## src/rtl/pipe_ctrl_pkg.sv

```systemverilog
// Shared opcodes, NOP encoding and per-instruction hazard info for pipe_ctrl.
package pipe_ctrl_pkg;

    localparam int unsigned XLEN  = 32;
    localparam int unsigned REG_W = 5;
    localparam int unsigned OPC_W = 7;

    localparam logic [OPC_W-1:0] OP     = 7'b0110011;
    localparam logic [OPC_W-1:0] OP_IMM = 7'b0010011;
    localparam logic [OPC_W-1:0] LOAD   = 7'b0000011;
    localparam logic [OPC_W-1:0] STORE  = 7'b0100011;
    localparam logic [OPC_W-1:0] BRANCH = 7'b1100011;
    localparam logic [OPC_W-1:0] JAL    = 7'b1101111;
    localparam logic [OPC_W-1:0] JALR   = 7'b1100111;
    localparam logic [OPC_W-1:0] LUI    = 7'b0110111;
    localparam logic [OPC_W-1:0] AUIPC  = 7'b0010111;
    localparam logic [OPC_W-1:0] SYSTEM = 7'b1110011;

    // addi x0,x0,0
    localparam logic [XLEN-1:0] NOP_ENC = 32'h0000_0013;

    localparam logic PC_SEL_PC4 = 1'b0;
    localparam logic PC_SEL_ALU = 1'b1;

    typedef struct packed {
        logic [REG_W-1:0] rs1;
        logic [REG_W-1:0] rs2;
        logic [REG_W-1:0] rd;
        logic             rs1_used;
        logic             rs2_used;
        logic             rd_written;
        logic             is_load;
        logic             is_jump;
        logic             is_branch;
    } hz_info_t;

endpackage

```

## src/rtl/pipe_ctrl_hazard_decode.sv

```systemverilog
// Register-usage decode of one RV32I instruction for hazard detection.
module hazard_decode
    import pipe_ctrl_pkg::*;
(
    input  logic [XLEN-1:0]  inst,
    output logic [REG_W-1:0] rs1,
    output logic [REG_W-1:0] rs2,
    output logic [REG_W-1:0] rd,
    output logic             rs1_used,
    output logic             rs2_used,
    output logic             rd_written,
    output logic             is_load,
    output logic             is_jump,
    output logic             is_branch
);

    logic [OPC_W-1:0] opcode;
    logic             writes_rd;
    logic             unused_fields;

    assign opcode        = inst[6:0];
    assign rs1           = inst[19:15];
    assign rs2           = inst[24:20];
    assign rd            = inst[11:7];
    assign unused_fields = ^{inst[31:25], inst[14:12]};

    always_comb begin
        rs1_used  = 1'b0;
        rs2_used  = 1'b0;
        writes_rd = 1'b0;
        is_load   = 1'b0;
        is_jump   = 1'b0;
        is_branch = 1'b0;
        unique case (opcode)
            OP:     begin rs1_used = 1'b1; rs2_used = 1'b1; writes_rd = 1'b1; end
            OP_IMM: begin rs1_used = 1'b1; writes_rd = 1'b1; end
            LOAD:   begin rs1_used = 1'b1; writes_rd = 1'b1; is_load = 1'b1; end
            STORE:  begin rs1_used = 1'b1; rs2_used = 1'b1; end
            BRANCH: begin rs1_used = 1'b1; rs2_used = 1'b1; is_branch = 1'b1; end
            JALR:   begin rs1_used = 1'b1; writes_rd = 1'b1; is_jump = 1'b1; end
            JAL:    begin writes_rd = 1'b1; is_jump = 1'b1; end
            LUI, AUIPC, SYSTEM: writes_rd = 1'b1;
            default: ;
        endcase
    end

    // x0 is never a real destination
    assign rd_written = writes_rd & (rd != REG_W'(0));

endmodule

```

## src/rtl/pipe_ctrl.sv

```systemverilog
// Hazard/sequencing controller for the D/X/WF pipeline; owns the X and WF instruction registers.
// PIPE_FWD_EN enables WF->X/D forwarding (only load-use stalls); otherwise RAW hazards stall.
module pipe_ctrl
    import pipe_ctrl_pkg::*;
#(
    parameter logic [XLEN-1:0] NOP_INST = NOP_ENC
) (
    input  logic            clk,
    input  logic            rst_n,
    input  logic [XLEN-1:0] inst_d,
    input  logic            br_taken_x,
    input  logic            stall_ext,
    output logic            pc_hold,
    output logic            pc_sel,
    output logic            nop_sel,
    output logic [XLEN-1:0] inst_x,
    output logic [XLEN-1:0] inst_wf,
    output logic            fwd_x_a,
    output logic            fwd_x_b,
    output logic            fwd_d_a,
    output logic            fwd_d_b,
    output logic            rf_we_wf
);

    hz_info_t hz_d;
    hz_info_t hz_x;
    hz_info_t hz_wf;
    logic     boot_q;
    logic     redirect;
    logic     data_stall;
    logic     d_rs1_x, d_rs2_x, d_rs1_wf, d_rs2_wf;
    logic     unused_hz;

    hazard_decode u_dec_d (
        .inst(inst_d), .rs1(hz_d.rs1), .rs2(hz_d.rs2), .rd(hz_d.rd),
        .rs1_used(hz_d.rs1_used), .rs2_used(hz_d.rs2_used), .rd_written(hz_d.rd_written),
        .is_load(hz_d.is_load), .is_jump(hz_d.is_jump), .is_branch(hz_d.is_branch)
    );

    hazard_decode u_dec_x (
        .inst(inst_x), .rs1(hz_x.rs1), .rs2(hz_x.rs2), .rd(hz_x.rd),
        .rs1_used(hz_x.rs1_used), .rs2_used(hz_x.rs2_used), .rd_written(hz_x.rd_written),
        .is_load(hz_x.is_load), .is_jump(hz_x.is_jump), .is_branch(hz_x.is_branch)
    );

    hazard_decode u_dec_wf (
        .inst(inst_wf), .rs1(hz_wf.rs1), .rs2(hz_wf.rs2), .rd(hz_wf.rd),
        .rs1_used(hz_wf.rs1_used), .rs2_used(hz_wf.rs2_used), .rd_written(hz_wf.rd_written),
        .is_load(hz_wf.is_load), .is_jump(hz_wf.is_jump), .is_branch(hz_wf.is_branch)
    );

    assign unused_hz = ^{hz_d, hz_x, hz_wf};

    // D source operands against the X and WF destinations
    assign d_rs1_x  = hz_d.rs1_used & hz_x.rd_written  & (hz_d.rs1 == hz_x.rd);
    assign d_rs2_x  = hz_d.rs2_used & hz_x.rd_written  & (hz_d.rs2 == hz_x.rd);
    assign d_rs1_wf = hz_d.rs1_used & hz_wf.rd_written & (hz_d.rs1 == hz_wf.rd);
    assign d_rs2_wf = hz_d.rs2_used & hz_wf.rd_written & (hz_d.rs2 == hz_wf.rd);

    assign redirect = hz_x.is_jump | (hz_x.is_branch & br_taken_x);

`ifdef PIPE_FWD_EN
    assign data_stall = hz_x.is_load & (d_rs1_x | d_rs2_x);
    assign fwd_x_a    = hz_x.rs1_used & hz_wf.rd_written & (hz_x.rs1 == hz_wf.rd);
    assign fwd_x_b    = hz_x.rs2_used & hz_wf.rd_written & (hz_x.rs2 == hz_wf.rd);
    assign fwd_d_a    = d_rs1_wf;
    assign fwd_d_b    = d_rs2_wf;
`else
    assign data_stall = d_rs1_x | d_rs2_x | d_rs1_wf | d_rs2_wf;
    assign fwd_x_a    = 1'b0;
    assign fwd_x_b    = 1'b0;
    assign fwd_d_a    = 1'b0;
    assign fwd_d_b    = 1'b0;
`endif

    // Priority: external freeze > redirect > data stall > advance
    always_comb begin
        pc_hold  = 1'b0;
        pc_sel   = PC_SEL_PC4;
        nop_sel  = boot_q;
        rf_we_wf = hz_wf.rd_written;
        if (stall_ext) begin
            pc_hold  = 1'b1;
            nop_sel  = 1'b0;
            rf_we_wf = 1'b0;
        end else if (redirect) begin
            pc_sel  = PC_SEL_ALU;
            nop_sel = 1'b1;
        end else if (data_stall) begin
            pc_hold = 1'b1;
            nop_sel = 1'b1;
        end
    end

    always_ff @(posedge clk or negedge rst_n) begin
        if (!rst_n) begin
            inst_x  <= NOP_INST;
            inst_wf <= NOP_INST;
            boot_q  <= 1'b1;
        end else if (!stall_ext) begin
            inst_wf <= inst_x;
            inst_x  <= nop_sel ? NOP_INST : inst_d;
            boot_q  <= 1'b0;
        end
    end

endmodule

```

## config.mk

```make
export PLATFORM = sky130hd
export DESIGN_NAME = pipe_ctrl
export DESIGN_NICKNAME = d
export VERILOG_FILES = /design/src/rtl/pipe_ctrl_pkg.sv /design/src/rtl/pipe_ctrl_hazard_decode.sv /design/src/rtl/pipe_ctrl.sv
export SDC_FILE = /design/constraint.sdc
export NUM_CORES = 1
export LEC_CHECK = 0
export CAP_MARGIN = 20
export CORE_ASPECT_RATIO = 1.5
export CORE_MARGIN = 1.5
export CORE_UTILIZATION = 28
export DETAILED_ROUTE_END_ITERATION = 8
export PLACE_DENSITY_LB_ADDON = 0.25
export RECOVER_POWER = 100
export SLEW_MARGIN = 0
export SYNTH_ARGS = -nofsm -noshare
export SYNTH_HDL_FRONTEND = slang
export SYNTH_SLANG_ARGS = --single-unit
```

## constraint.sdc

```tcl
create_clock -name clk -period 4.56 [get_ports clk]
set_input_delay 0.912 -clock clk [delete_from_list [all_inputs] [get_ports clk]]
set_output_delay 0.912 -clock clk [all_outputs]
set_load 0.02 [all_outputs]
```

==> results.toml <==
[critical_path]
critPathCapture = "nop_sel"
cp_cell_sequence = "clkdlybuf4s50_1 > nand3b_4 > a2111oi_4 > nand4_1 > a2111oi_4 > a21oi_1 > a21oi_1 > clkdlybuf4s50_1"
cp-end-kind = "primary output"
r2r_setup_slack_ps = 1180
arrival_ps = 3470
cp_max_fo = 3
startpoint_type = "primary input"
crit_type = "in -> out"
cp-startpoint = "inst_d[0]"
max_stage_delay_ps = 630
r2r-end = "inst_x[11]$_DFFE_PN0N_"
cp_slowest_cell = "clkdlybuf4s50_1"
reg2reg_depth = 7
required_ps = 3650
r2r_start = "inst_x[7]$_DFFE_PN0N_"

[sta]
finalMaxSlewViolations = 34
fin_crit_ps = 4380
final.setup.worst_slack_ps = 180
finalCritPeriodShare_pct = 96.1
rsz0062_at_grt = "no"
tightest_slew_ps = 1800
maxSlewHeadroom_pct = -20.3
skew_ps = 6.39
setup_viol = 0
fmax_mhz = 228
hold_violations = 0
final.setup.tns_ps = 0
hold_slack_ps = 487

[logic_synthesis]
synth_cell_types = 43
synth-edff-count = 0
synth_top_family_by_area = "compound AO/OA/AOI/OAI gates"
synth-simple-area-share_pct = 7.76
synth_mux_area_share_pct = 11.0
syn_inst = 224
async_reset_ff_share_pct = 100
ys.flop_type = "dfrtp_1"
synthAdderAreaFrac_pct = 0
yosysSeqAreaShare_pct = 55.1
yosys_warnings = 0
synth-compound-area-share_pct = 16.5
synthesis.area_um2 = 2970
avgSynthCellArea_um2 = 13.2
synth_seq_cells = 65
synth_xor_area_share_pct = 5.90

[clock_network]
cts_tree = "built"
postCtsSetupBuffers = 0
clkSinkCount = 65
postCtsHoldBufs = 0
cts_root_buf = "clkbuf_16"
clk_pin_slew_ps = 50
clk_path_buf_depth = 2
clk_latency_ps = 320
h-tree-depth = 3
numCtsBuffers = 9
cts_resized = 0

[global_routing]
grt_use_total_pct = 15.6
grt_overflow_total = 0
antenna_found_initial = 0
grt_max_degree = 44
grt_pass1_wl_um = 13000
grt_pass1_vias = 2327

[power_and_ir_drop]
p_leak_nw = 1.90
p_per_area_nw_per_um2 = 403
ir_drop_mv = 0.211
power.total_mw = 1.77

[status]
outcome = "finished with violations"
violations = "max-capacitance violations, max-slew violations"

[final_layout]
final_util_pct = 43.1
drive_gt1_share_pct = 20.4
nNetsFinal = 369
area_growth_pct = 48.0
final_area_um2 = 4390
fin_cells = 479
diodes = 0

[place]
hpwl_um = 6020
pre_cts_ws_ps = 218
portBuffers = 103
place_inst = 462
gp_congestion = 0.770
dpl_cell_area_um2 = 4130

[drt]
firstDrtPassIters = 4
wire_per_inst_um = 16.8
route.antenna.remaining_nets = 0
drt_iter0_markers = 75
vias_per_cell = 4.65
vias = 2227
drc = 0
finalWirelength_um = 8040

[floorplan]
die_width_um = 87.0
die_h_um = 129
initial_core_util_pct = 29.1
die_area_um2 = 11200
rows = 45
ioPinCount = 108
core_um2 = 10200

[flow_run]
maxCapViolCount = 1

[min_path]
hold_depth = 1
hold_class = "reg -> reg"
[how the worst min path moves through the flow]
stage,from,end,slack (ps)
after floorplan,boot_q$_DFFE_PN1N_,boot_q$_DFFE_PN1N_,470
after global placement,boot_q$_DFFE_PN1N_,boot_q$_DFFE_PN1N_,480
after detailed placement,boot_q$_DFFE_PN1N_,boot_q$_DFFE_PN1N_,480
after CTS,boot_q$_DFFE_PN1N_,boot_q$_DFFE_PN1N_,490
after global routing,boot_q$_DFFE_PN1N_,boot_q$_DFFE_PN1N_,490
final,boot_q$_DFFE_PN1N_,boot_q$_DFFE_PN1N_,490
[cell usage after synthesis (all sizes together) (2+ instances only)]
| cell | count | area (um2) |
|---|---|---|
| a2111oi | 2 | 55.1 |
| a21o | 2 | 16.3 |
| a21oi | 7 | 35.0 |
| a22o | 28 | 255 |
| buf | 6 | 52.6 |
| clkbuf | 8 | 30.0 |
| dfrtp | 58 | 1450 |
| dfstp | 7 | 184 |
| inv | 6 | 22.5 |
| mux2 | 29 | 327 |
| nand2 | 4 | 15.0 |
| nand2b | 3 | 21.3 |
| nand3 | 3 | 15.0 |
| nand3b | 2 | 27.5 |
| nand4 | 2 | 18.8 |
| nor2 | 5 | 18.8 |
| nor2b | 4 | 25.0 |
| nor3 | 4 | 25.0 |
| nor4 | 3 | 18.8 |
| o21ai | 6 | 30.0 |
| or4 | 2 | 15.0 |
| xnor2 | 6 | 52.6 |
| xor2 | 14 | 123 |
[layout by cell type, fill, tap and decap left out, types with 2 or more instances in the layout]
cell type and n:
clkdlybuf4s50_1 34, dfrtp_1 58, a21oi_1 7, nor2_1 5, a2111oi_4 2, dlygate4sd3_1 67
dfstp_2 7, a22o_2 8, conb_1 4, xor2_1 14, nand2_1 4, nor2b_1 4
a22o_1 20, nand2b_1 2, or4_1 2, nand3_1 3, clkinv_2 2, nor4_1 3
inv_1 6, nand4_1 2, xnor2_1 6, buf_4 2, nor3_1 3, clkbuf_16 9
clkbuf_1 8, mux2_2 29, o21ai_0 6
[cell families after synthesis]
kind of cell | Yosys count
AOI/OAI and AO/OA | 53
xor gates and xnor gates | 20
buffers and inverters | 20
DFF | 65
muxes | 29
other | 1
and+or+nand+nor | 36
[per-layer routing]
layer  global-route usage (%)  vias to the layer above  share of wire (%)
li1                         -                     1032                  -
met1                     18.2                     1121                 40
met2                     27.2                       66                 54
met3                     3.38                        8                4.1
met4                     6.55                        0                1.6
met5                        0                        -                  0
[area by class of cell]
class                           count  area [um2]
Sequential cell                    65        1640
Tap cell                          141         176
Multi-Input combinational cell    142        1220
Clock buffer                       13         250
Inverter                            6        22.5
Fill cell                        1000        5800
Timing Repair Buffer              109        1050
Clock inverter                      3        40.0
[where the power goes]
part           internal (mW)  switching, mW  total [mW]  leakage, nW
sequential             0.648         0.0616       0.710        0.781
combinational          0.192          0.203       0.395        0.979
clock                  0.436          0.230       0.666        0.144
[worst max-delay path: cells and delay by family]
family                 cells  cell delay [ps]
buffers and inverters      2             1150
AO/OA/AOI/OAI              4             1080
AND/OR/NAND/NOR            2              320
[registers in the layout, indices dropped and copies added (netlist names)]
name / count
inst_x: 32
inst_wf: 32
boot_q: 1
Power figures use the tool's default switching activity.
==> variant, RTL diff (same settings) <==
Reset style: synchronous (`rst_n`), changed in one clocked block.
--- a/src/rtl/pipe_ctrl.sv
+++ b/src/rtl/pipe_ctrl.sv
@@ -93,5 +93,5 @@
     end
 
-    always_ff @(posedge clk or negedge rst_n) begin
+    always_ff @(posedge clk) begin
         if (!rst_n) begin
             inst_x  <= NOP_INST;
Check against the original RTL: differs if rst_n is asserted again (counterexample within 4 cycles, from zero or initial values and one cycle with rst_n low); with rst_n held inactive, the same outputs for 10 cycles.
==> variant against the original RTL <==
Wire length down 7.0%. Sequential cell count unchanged. Final area decreased by 6.8%. Synthesized area down 8.8%. First-iteration DRC count increased by 8.0%. Worst setup slack improved by 0.26 ns. Critical path type unchanged. Largest cell class unchanged.
Power is not compared: it rests on default switching activity, and its combinational part moved more than twofold at a synthesized area within 25%.
==> variant: results (changes against the original RTL) <==
| Metric | Value |
|---|---|
| CP max-delay cell | `dlygate4sd3_1` |
| Final nets | `393 (+6.5%)` |
| Setup crit start | `inst_d[6]` |
| Met1 usage | `16.6% (-1.5 points)` |
| # diodes | `0 (unchanged)` |
| HP Start | `boot_q$_SDFFE_PN1N_` |
| Worst r2r dst | `inst_x[4]$_SDFFE_PN1N_` |
| Largest net degree at the start of global routing | `34 (-23%)` |
| Met3 wire length | `344 um (+3.3%)` |
| Top FF cell, synth | `dfxtp_1` |
| Postcts setup bufs | `0 (unchanged)` |
| Worst hold-check path type | `reg -> reg` |
| Relative slew slack | `15.3% (+36 points)` |
| Total global-route track usage | `14.7% (-0.83 points)` |
| Fillers | `890 (-11%)` |
| Crit path max-delay family | `buffers and inverters` |
| DP Area | `3800 sq um (-8.0%)` |
| Placed instance count | `458 (-0.87%)` |
| Met2 usage in global routing | `25.9% (-1.4 points)` |
| TNS Setup | `0 ns (unchanged)` |
| Slowest stage delay, CP | `0.69 ns (+0.06 ns)` |
| Crit path to | `pc_hold` |
| Clk buf depth | `2 (unchanged)` |
| Status | `finished clean` |
| Grt met3 use | `3.14% (-0.24 points)` |
| Worst Hold Path EP | `boot_q$_SDFFE_PN1N_` |
| Wire length on met2 | `3780 um (-14%)` |
| Initial antenna violation count | `0 (unchanged)` |
| CP arrival | `3.21 ns (-0.26 ns)` |
| Warnings, synthesis | `0 (unchanged)` |
| Fin cells | `473 (-1.3%)` |
| Layout cells sized above 1 | `5.26% (-15 points)` |
| Drt first pass iters | `4 (unchanged)` |
| WL/cell | `15.8 um (-5.8%)` |
| R2R depth | `6 (-1)` |
| Sequential share of the synthesized area | `48.1% (-7.0 points)` |
| WHS Path Cells | `2 (+1)` |
| DR iter-0 viols | `81 (+8.0%)` |
| Top cells by area, synth | `dfxtp_1, mux2i_1, a22o_1` |
| Top Registers | `inst_wf: 32 flops, inst_x: 32 flops, boot_q: 1 flops` |
| Global-route wire length before repair | `11500 um (-12%)` |
| Critical R2R Launch | `inst_wf[8]$_SDFFE_PN0N_` |
| Synth async-reset ratio | `0% (-100 points)` |
| Syn Inst Count | `255 (+14%)` |
| Setup Skew | `0.00391 ns (-0.00248 ns)` |
| M1 WL | `3200 um (-0.22%)` |
| CP Max Fanout | `4 (+1)` |
| Detail Placement HPWL | `5340 um (-11%)` |
| Clk root buf | `clkbuf_16` |
| Distinct cells, synth | `39 (-9.3%)` |
| Placer Congestion | `0.778 (+1.1%)` |
| H-tree depth | `3 (unchanged)` |
| Flop-to-flop setup slack | `1.89 ns (+0.71 ns)` |
| Top cells by count, synth | `dfxtp_1, nor2b_1, mux2i_1` |
| Vias post-DR | `2224 (-0.13%)` |
[variant: stage by stage]
stage | total power [mW] | util, % | setup WS (ns) | hold slack (ns)
3_3_place_gp | 0.770 | 40.8 | 0.530 | 0.457
5_1_grt | 1.48 | 44.0 | 0.331 | 0.504
6_report | 1.43 | 44.0 | 0.441 | 0.475
4_1_cts | 1.46 | 44.0 | 0.490 | 0.470
3_5_place_dp | 0.772 | 40.8 | 0.513 | 0.461
2_1_floorplan | 0.692 | - | 1.42 | 0.445
[variant: kinds of logic (layout without fill, tap and decap cells)]
kind of cell / Yosys count / in the layout / share of synthesized area (%)
buf+inv: 21 / 124 / 4.26
other cells: 1 / 4 / 0.139
compound gates: 49 / 49 / 14.8
mux: 32 / 32 / 11.8
xor+xnor: 20 / 20 / 6.48
flops: 65 / 65 / 48.1
simple gates: 67 / 67 / 14.4
[variant: report_power, final]
| part | internal, mW | switching (mW) |
|---|---|---|
| clock network | 0.447 | 0.229 |
| registers | 0.584 | 0.0148 |
| logic | 0.0783 | 0.0753 |
| total | 1.11 | 0.320 |
[variant: cell type report]
cell class                      instances  area, sq um  share of cell area (%)
Clock inverter                          3         40.0                   0.978
Sequential cell                        65         1300                    31.8
Timing Repair Buffer                  106         1040                    25.5
Clock buffer                           12          256                    6.27
Tap cell                              112          140                    3.42
Multi-Input combinational cell        172         1300                    31.7
Inverter                                3         11.3                   0.275
[variant: worst register-to-register path, cell delays in order (launching register included)]
cell and delay (ns):
dfxtp_1 0.36, or4_1 0.59, o22ai_2 0.18, nor3_1 0.08, o21ai_2 0.07, o2111a_1 1.06, a21oi_1 0.16
